===== src/rtl/ins_mem_arbiter_if.sv =====
// rtl/ins_mem_arbiter_if.sv - refill-port and instruction-memory bus bundle for ins_mem_arbiter
// master is the arbiter's view; slave is the requester/memory environment's view.
interface ins_mem_arbiter_if #(
    parameter int NUM_REQ = 4
);
    logic [NUM_REQ-1:0]     REQ_READ;
    logic [NUM_REQ*28-1:0]  REQ_ADDRESS;
    logic [NUM_REQ*128-1:0] REQ_READDATA;
    logic [NUM_REQ-1:0]     REQ_BUSYWAIT;
    logic                   MEM_READ;
    logic [27:0]            MEM_ADDRESS;
    logic [127:0]           MEM_READDATA;
    logic                   MEM_BUSYWAIT;
    logic [NUM_REQ-1:0]     ERROR;

    modport master (
        input  REQ_READ, REQ_ADDRESS, MEM_READDATA, MEM_BUSYWAIT,
        output REQ_READDATA, REQ_BUSYWAIT, MEM_READ, MEM_ADDRESS, ERROR
    );

    modport slave (
        output REQ_READ, REQ_ADDRESS, MEM_READDATA, MEM_BUSYWAIT,
        input  REQ_READDATA, REQ_BUSYWAIT, MEM_READ, MEM_ADDRESS, ERROR
    );
endinterface


===== src/rtl/ins_mem_arbiter.sv =====
// rtl/ins_mem_arbiter.sv - round-robin sharing of one block instruction memory among I-cache refill ports
// Optional WAIT watchdog with sticky per-requester ERROR is enabled by defining ARB_TIMEOUT_EN.
module ins_mem_arbiter #(
    parameter int NUM_REQ        = 4,
    parameter int TIMEOUT_CYCLES = 1023
) (
    input  logic              CLK,
    input  logic              RESET,
    ins_mem_arbiter_if.master bus
);
    localparam int IW = (NUM_REQ > 1) ? $clog2(NUM_REQ) : 1;

    typedef enum logic [1:0] {IDLE, ISSUE, WAIT, DONE} state_t;

    state_t                 state, state_next;
    logic [IW-1:0]          rr, grant, pick, cand;
    logic                   pick_valid;
    logic                   complete, timeout;
    logic                   mem_read;
    logic [27:0]            mem_address;
    logic [NUM_REQ*128-1:0] readdata;
    logic [NUM_REQ-1:0]     done, error;

    // Scan from the farthest candidate back to rr+1 so the nearest one after rr wins.
    always_comb begin
        pick       = rr;
        pick_valid = 1'b0;
        cand       = '0;
        for (int off = NUM_REQ; off >= 1; off--) begin
            cand = IW'((int'(rr) + off) % NUM_REQ);
            if (bus.REQ_READ[cand]) begin
                pick       = cand;
                pick_valid = 1'b1;
            end
        end
    end

`ifdef ARB_TIMEOUT_EN
    localparam int CW = $clog2(TIMEOUT_CYCLES + 1);
    logic [CW-1:0] wait_cnt;

    always_ff @(posedge CLK) begin
        if (RESET || state != WAIT) wait_cnt <= '0;
        else                        wait_cnt <= wait_cnt + 1'b1;
    end

    assign timeout = (state == WAIT) && bus.MEM_BUSYWAIT && (wait_cnt == CW'(TIMEOUT_CYCLES - 1));
`else
    logic unused_timeout_cfg;
    assign unused_timeout_cfg = (TIMEOUT_CYCLES == 0);
    assign timeout            = 1'b0;
`endif

    assign complete = (state == WAIT) && !bus.MEM_BUSYWAIT;

    always_ff @(posedge CLK) begin
        if (RESET) state <= IDLE;
        else       state <= state_next;
    end

    always_comb begin
        state_next = state;
        case (state)
            IDLE:    if (pick_valid) state_next = ISSUE;
            ISSUE:   state_next = WAIT;
            WAIT:    if (complete || timeout) state_next = DONE;
            DONE:    state_next = IDLE;
            default: state_next = IDLE;
        endcase
    end

    always_ff @(posedge CLK) begin
        if (RESET) begin
            rr          <= IW'(NUM_REQ - 1);
            grant       <= '0;
            mem_read    <= 1'b0;
            mem_address <= '0;
            readdata    <= '0;
            done        <= '0;
            error       <= '0;
        end else begin
            case (state)
                IDLE: if (pick_valid) begin
                    grant       <= pick;
                    mem_address <= bus.REQ_ADDRESS[int'(pick)*28 +: 28];
                    mem_read    <= 1'b1;
                end
                WAIT: if (complete || timeout) begin
                    mem_read    <= 1'b0;
                    readdata[int'(grant)*128 +: 128] <= timeout ? 128'h0 : bus.MEM_READDATA;
                    done[grant] <= 1'b1;
                    rr          <= grant;
                    if (timeout) error[grant] <= 1'b1;
                end
                DONE: done <= '0;
                default: ;
            endcase
        end
    end

    assign bus.MEM_READ     = mem_read;
    assign bus.MEM_ADDRESS  = mem_address;
    assign bus.REQ_READDATA = readdata;
    assign bus.REQ_BUSYWAIT = bus.REQ_READ & ~done;
    assign bus.ERROR        = error;
endmodule


===== src/flat_wrapper.sv =====
// flat-port wrapper written by rule: the top's interface ports become plain ports
module ins_mem_arbiter_flat 
#(
    parameter int NUM_REQ        = 4,
    parameter int TIMEOUT_CYCLES = 1023
)
  (CLK, RESET, bus_REQ_READ, bus_REQ_ADDRESS, bus_MEM_READDATA, bus_MEM_BUSYWAIT, bus_REQ_READDATA, bus_REQ_BUSYWAIT, bus_MEM_READ, bus_MEM_ADDRESS, bus_ERROR);
  ins_mem_arbiter_if #(.NUM_REQ(NUM_REQ)) bus_i ();
  input  logic CLK;
  input  logic RESET;
  input wire logic [$bits(bus_i.REQ_READ)-1:0] bus_REQ_READ;
  input wire logic [$bits(bus_i.REQ_ADDRESS)-1:0] bus_REQ_ADDRESS;
  input wire logic [$bits(bus_i.MEM_READDATA)-1:0] bus_MEM_READDATA;
  input wire logic [$bits(bus_i.MEM_BUSYWAIT)-1:0] bus_MEM_BUSYWAIT;
  output wire logic [$bits(bus_i.REQ_READDATA)-1:0] bus_REQ_READDATA;
  output wire logic [$bits(bus_i.REQ_BUSYWAIT)-1:0] bus_REQ_BUSYWAIT;
  output wire logic [$bits(bus_i.MEM_READ)-1:0] bus_MEM_READ;
  output wire logic [$bits(bus_i.MEM_ADDRESS)-1:0] bus_MEM_ADDRESS;
  output wire logic [$bits(bus_i.ERROR)-1:0] bus_ERROR;
  assign bus_i.REQ_READ = bus_REQ_READ;
  assign bus_i.REQ_ADDRESS = bus_REQ_ADDRESS;
  assign bus_i.MEM_READDATA = bus_MEM_READDATA;
  assign bus_i.MEM_BUSYWAIT = bus_MEM_BUSYWAIT;
  assign bus_REQ_READDATA = bus_i.REQ_READDATA;
  assign bus_REQ_BUSYWAIT = bus_i.REQ_BUSYWAIT;
  assign bus_MEM_READ = bus_i.MEM_READ;
  assign bus_MEM_ADDRESS = bus_i.MEM_ADDRESS;
  assign bus_ERROR = bus_i.ERROR;
  ins_mem_arbiter #(.NUM_REQ(NUM_REQ), .TIMEOUT_CYCLES(TIMEOUT_CYCLES)) u_core (.CLK(CLK), .RESET(RESET), .bus(bus_i));
endmodule

===== config.mk =====
export PLATFORM = sky130hd
export DESIGN_NAME = ins_mem_arbiter_flat
export DESIGN_NICKNAME = d
export VERILOG_FILES = /design/src/rtl/ins_mem_arbiter_if.sv /design/src/rtl/ins_mem_arbiter.sv /design/src/flat_wrapper.sv
export SDC_FILE = /design/constraint.sdc
export NUM_CORES = 1
export LEC_CHECK = 0
export ABC_AREA = 1
export CAP_MARGIN = 20
export CORE_AREA = 2 2 310 312
export CTS_CLUSTER_DIAMETER = 60
export DETAILED_ROUTE_END_ITERATION = 12
export DIE_AREA = 0 0 312 314
export SLEW_MARGIN = 20
export SYNTH_ARGS = -nofsm -noshare
export SYNTH_HDL_FRONTEND = slang
export SYNTH_SLANG_ARGS = --single-unit
export TNS_END_PERCENT = 30

===== constraint.sdc =====
create_clock -name CLK -period 3 [get_ports CLK]
set_input_delay 0.6 -clock CLK [delete_from_list [all_inputs] [get_ports CLK]]
set_output_delay 0.6 -clock CLK [all_outputs]
set_load 0.005 [all_outputs]

After elaboration in Yosys (flattened, before gate mapping):

Index checks and enable logic that the tools add are counted.

* flip-flop bits (word level): 551
* logic and storage cells: 68
* output and inout bits: 549

* multiplexer cells: 27
* reduce and logical (&&, ||, !) cells: 11
* bitwise gates (word level): 3
* eq/ne operators: 5
* shifts and indexed selects: 3
* add/sub/neg operators: 5
* order comparisons: 6
* multipliers: 1

Operator list (number)
* $bwmux W512: 1
* $shift A128 B33 Y512 const A: 1
* $shiftx A128 B33 Y512: 1
* $shiftx A112 B32 Y28: 1
* $neg A9 Y33: 1
* $lt A2 B3 Y1 const B: 5
* $mux W2: 6
* $mux W1: 11
* $bmux W1 S2: 4
* $pmux W2 S4: 1
* $pmux W4 S2: 1
* $reduce_and A2 Y1: 4
* $mul A2 B3 Y5 const B: 1
* $add A2 B1 Y2 const B: 2
* $add A2 B2 Y2 const B: 2
* $and A4 B4 Y4: 1
* $eq A2 B2 Y1 const B: 2
* $mux W4: 1
* $ne A2 B1 Y1 const B: 2
* $not A4 Y4: 1
* $or A4 B4 Y4: 1
* $reduce_bool A2 Y1: 2
* $reduce_and A3 Y1: 1
* $demux W1 S2: 1
* 6 further kinds: 7

Depth between registers and ports, before layout:

* word-level depth: 9
* gate-level depth with buffers: 18

Worst setup path before layout:

Ideal clock, no wire load.

* kind: register -> register
* from: register u_core.grant[0]
* to: register u_core.readdata[246] (netlist: u_core.bus.REQ_READDATA[246])
* clock period less this slack: 2.448 ns
* path slack: 0.552 ns
* stages on the path, launching flop included: 11
* required time: 2.930 ns
* arrival time: 2.378 ns
* library setup time: 0.070 ns
* buffers on the path: 4
* cell sequence: dfxtp_1 -> clkbuf_1 -> clkinv_1 -> clkbuf_1 -> ha_1 -> inv_1 -> nor2_1 -> clkbuf_1 -> clkbuf_1 -> nand4_1 -> a21oi_1

* word-level cells in the longest chain between the ends: 3
* elaborated cells between the ends (all ways): 4
* classes of those cells: 1 x add/sub; 2 x shift; 1 x mux

RTL lines
* start, declared: RTL line ins_mem_arbiter.sv:16 `logic [IW-1:0] rr, grant, pick, cand;`
* start signal, assigned: RTL line ins_mem_arbiter.sv:84 `grant <= pick;`
* $neg A9 Y33 *: RTL line ins_mem_arbiter.sv:90 `readdata[int'(grant)*128 +: 128] <= timeout ? 128'h0 : bus.MEM_READDATA;`
* $shiftx A128 B33 Y512 / $shift A128 B33 Y512 (equally long branches): RTL line ins_mem_arbiter.sv:90
* $bwmux W512 *: RTL line ins_mem_arbiter.sv:90
* end signal, assigned by index: RTL line ins_mem_arbiter.sv:90
* end, declared: RTL line ins_mem_arbiter.sv:21 `logic [NUM_REQ*128-1:0] readdata;`

Mark *: on every way between the ends. The rest lies on a longest branch, timed or not.
A chain may end at the register's enable or synchronous reset.

Worst setup path in the final report:

* from: input bus_REQ_READ[1]
* to: output bus_REQ_BUSYWAIT[1]

* word-level cells in the longest chain between the ends: 1

RTL lines
* start, declared: RTL line flat_wrapper.sv:11 `input wire logic [$bits(bus_i.REQ_READ)-1:0] bus_REQ_READ;`
* $and A4 B4 Y4: RTL line ins_mem_arbiter.sv:104 `assign bus.REQ_BUSYWAIT = bus.REQ_READ & ~done;`
* end, declared: RTL line flat_wrapper.sv:16 `output wire logic [$bits(bus_i.REQ_BUSYWAIT)-1:0] bus_REQ_BUSYWAIT;`

No other way between the ends.

==> qor.csv <==
stage;metric;value;unit
outcome;outcome;completed;
sta;worst_pin_slew;1230;ps
power_and_ir_drop;power.density;730;nW/um2
setup_path;endpoint_kind;output pin;
sta;tns;0;ps
drt;via_count;24900;
global_routing;grt_start_max_net_pins;169;
floorplanning;rows;113;
drt;wl_met2;50.5;mm
clock_network;tritoncts;built;
global_routing;grt-ovfl-total;0;
clock_network;cts_root_buf;clkbuf_16;
sta;post-route-period-util;0.872;
setup_path;path_max_fanout;3;
layout;fin_cells;5076;
layout;fillers;9872;
drt;wl_per_cell;21.1;um
layout;fin_area;35300;um2
floorplanning;initial_utilization;0.250;
clock_network;cts_setup_buffers;0;
place;portBuffers;791;
layout;drive_above_1_share;0.0591;
layout;syn2layout_area_growth;49.5;%
sta;hold_viol_final;0;
floorplanning;ios;796;
layout;register_area;11000;um2
drt;drt-vias-per-instance;4.90;
sta;max_slew_margin;0.180;
clock_network;cts_resized;0;
setup_path;cp.arrival;2010;ps
clock_network;clock_sinks;551;
hold_path;min_path_type;in -> reg;
layout;post-route-util;0.374;
synth;netlist_area;23600;um2
setup_path;r2r_setup_slack;660;ps
setup_path;crit_required;2400;ps
layout;fin_nets;4012;
global_routing;antenna_found_initial;4;
global_routing;grt_pass1_wl;157;mm
clock_network;cts_buffer_depth;3;
place;globalplace.congestion;0.941;
sta;rsz0062_at_grt;false;
synth;yosysWarnings;0;
setup_path;start_kind;input pin;
power_and_ir_drop;max-vdd-ir-drop;0.680;mV
power_and_ir_drop;p_leak;0.0131;uW
drt;wl;107;mm
drt;drc;0;
drt;antenna_left;0;
sta;skew;27.6;ps
clock_network;insertion_delay;630;ps
clock_network;htreeDepth;3;
power_and_ir_drop;p_total;25800;uW
place;dp.cells;4944;
global_routing;grt_usage;0.209;
floorplanning;die_h;314;um
synth;synth_cells;3119;
sta;fmax;382;MHz
clock_network;cts_hold_buf;0;
drt;drt_iter0_drc;1998;
setup_path;path_class;in -> out;
drt;met3_length;8.69;mm
clock_network;cts_buffers;73;
floorplanning;fp.dieArea;98000;um2
sta;slew_viol_final;0;
layout;multi_input_area;9570;um2
sta;setup_violations;0;
floorplanning;core_area;94400;um2
synth;ys_types;27;
place;place_area;32900;um2
floorplanning;die_w;312;um
clock_network;clk_pin_slew;60;ps
global_routing;grt_pass1_vias;23600;
drt;drt_pre_antenna_iters;7;
place;hpwl;74.7;mm
drt;top_layer;met5;
synth;ys_seq_area_frac;0.467;
sta;fin_crit;2610;ps
job;maxCapViolCount;0;
synth;synth_seq_cells;551;
drt;wl_met1;43.6;mm
synth;postSynthAreaPerCell;7.57;um2
state kept, by name, summed over array words and instances (netlist names):
name / cells
u_core.done: 4
u_core.rr: 2
u_core.bus.MEM_ADDRESS: 28
u_core.grant: 2
u_core.bus.REQ_READDATA: 512
u_core.bus.MEM_READ: 1
u_core.state: 2
path summary, 6_finish.rpt:
kind / start / end / cells past startpoint
setup reg to reg: u_core.grant[0] / u_core.bus.REQ_READDATA[182] / 7
hold reg to reg: u_core.bus.REQ_READDATA[83] / u_core.bus.REQ_READDATA[83] / 2
setup / recovery: bus_REQ_READ[1] / bus_REQ_BUSYWAIT[1] / 4
hold / removal: RESET / u_core.bus.REQ_READDATA[254] / 2
cell usage after synthesis (all sizes together):
master | n | area (um2)
dfxtp | 551 | 11000
nand2 | 530 | 2010
inv | 479 | 1800
clkbuf | 269 | 1010
a21oi | 262 | 1310
a211oi | 257 | 1930
a31oi | 256 | 1600
nand4 | 222 | 1390
nor2 | 117 | 449
nand3 | 89 | 450
buf | 49 | 308
a22oi | 17 | 128
ha | 11 | 138
o21ai | 5 | 25.0
o211ai | 3 | 22.5
clkinv | 1 | 3.75
conb | 1 | 3.75
stage by stage:
stage	hold WS, ps	setup slack, ps
after floorplan	430	552
after global placement	440	344
after detailed placement	442	341
after CTS	347	339
after global routing	381	274
final	407	385
routing by layer:
metal / track usage / up-vias
met3: 0.0581 / 213
met4: 0.0896 / 4
met1: 0.256 / 11800
li1: - / 11800
met5: 0 / -
met2: 0.342 / 959
worst max-delay path, stage by stage:
cell,delay [ps]
clkdlybuf4s50_1,500
inv_1,60
nor2_1,280
clkdlybuf4s50_1,570
cells by family after synthesis:
logic type,Yosys count,share of synthesized area
and+or+nand+nor,958,0.182
buffers and inverters,798,0.132
other,1,0.000159
AOI/OAI and AO/OA,800,0.213
DFF,551,0.467
adders and majority gates,11,0.00583
area by class of cell:
class | instances | area share
flip-flops and latches | 551 | 0.313
multi-input cells | 1773 | 0.271
repair buffers | 875 | 0.253
clock buffers | 99 | 0.0568
inverters | 480 | 0.0514
well taps | 1265 | 0.0449
clock inverters | 31 | 0.0101
diodes | 2 | 0.000142
report_power, final:
group	switching (uW)	internal (uW)
clock network	3600	5110
registers	388	7980
logic	5690	2990
total	9680	16100
cells in the final DEF (no fill, tap or decap), drive strengths merged, types with 5 or more instances in the layout:
master	n
buf	85
clkdlybuf4s50	790
ha	11
nand2	530
clkbuf	99
nor2	117
nand4	222
inv	493
a21oi	262
clkinv	9
o21ai	5
a31oi	256
clkinvlp	5
a211oi	257
nand3	89
dfxtp	551
a22oi	17
Power figures use the tool's default switching activity.
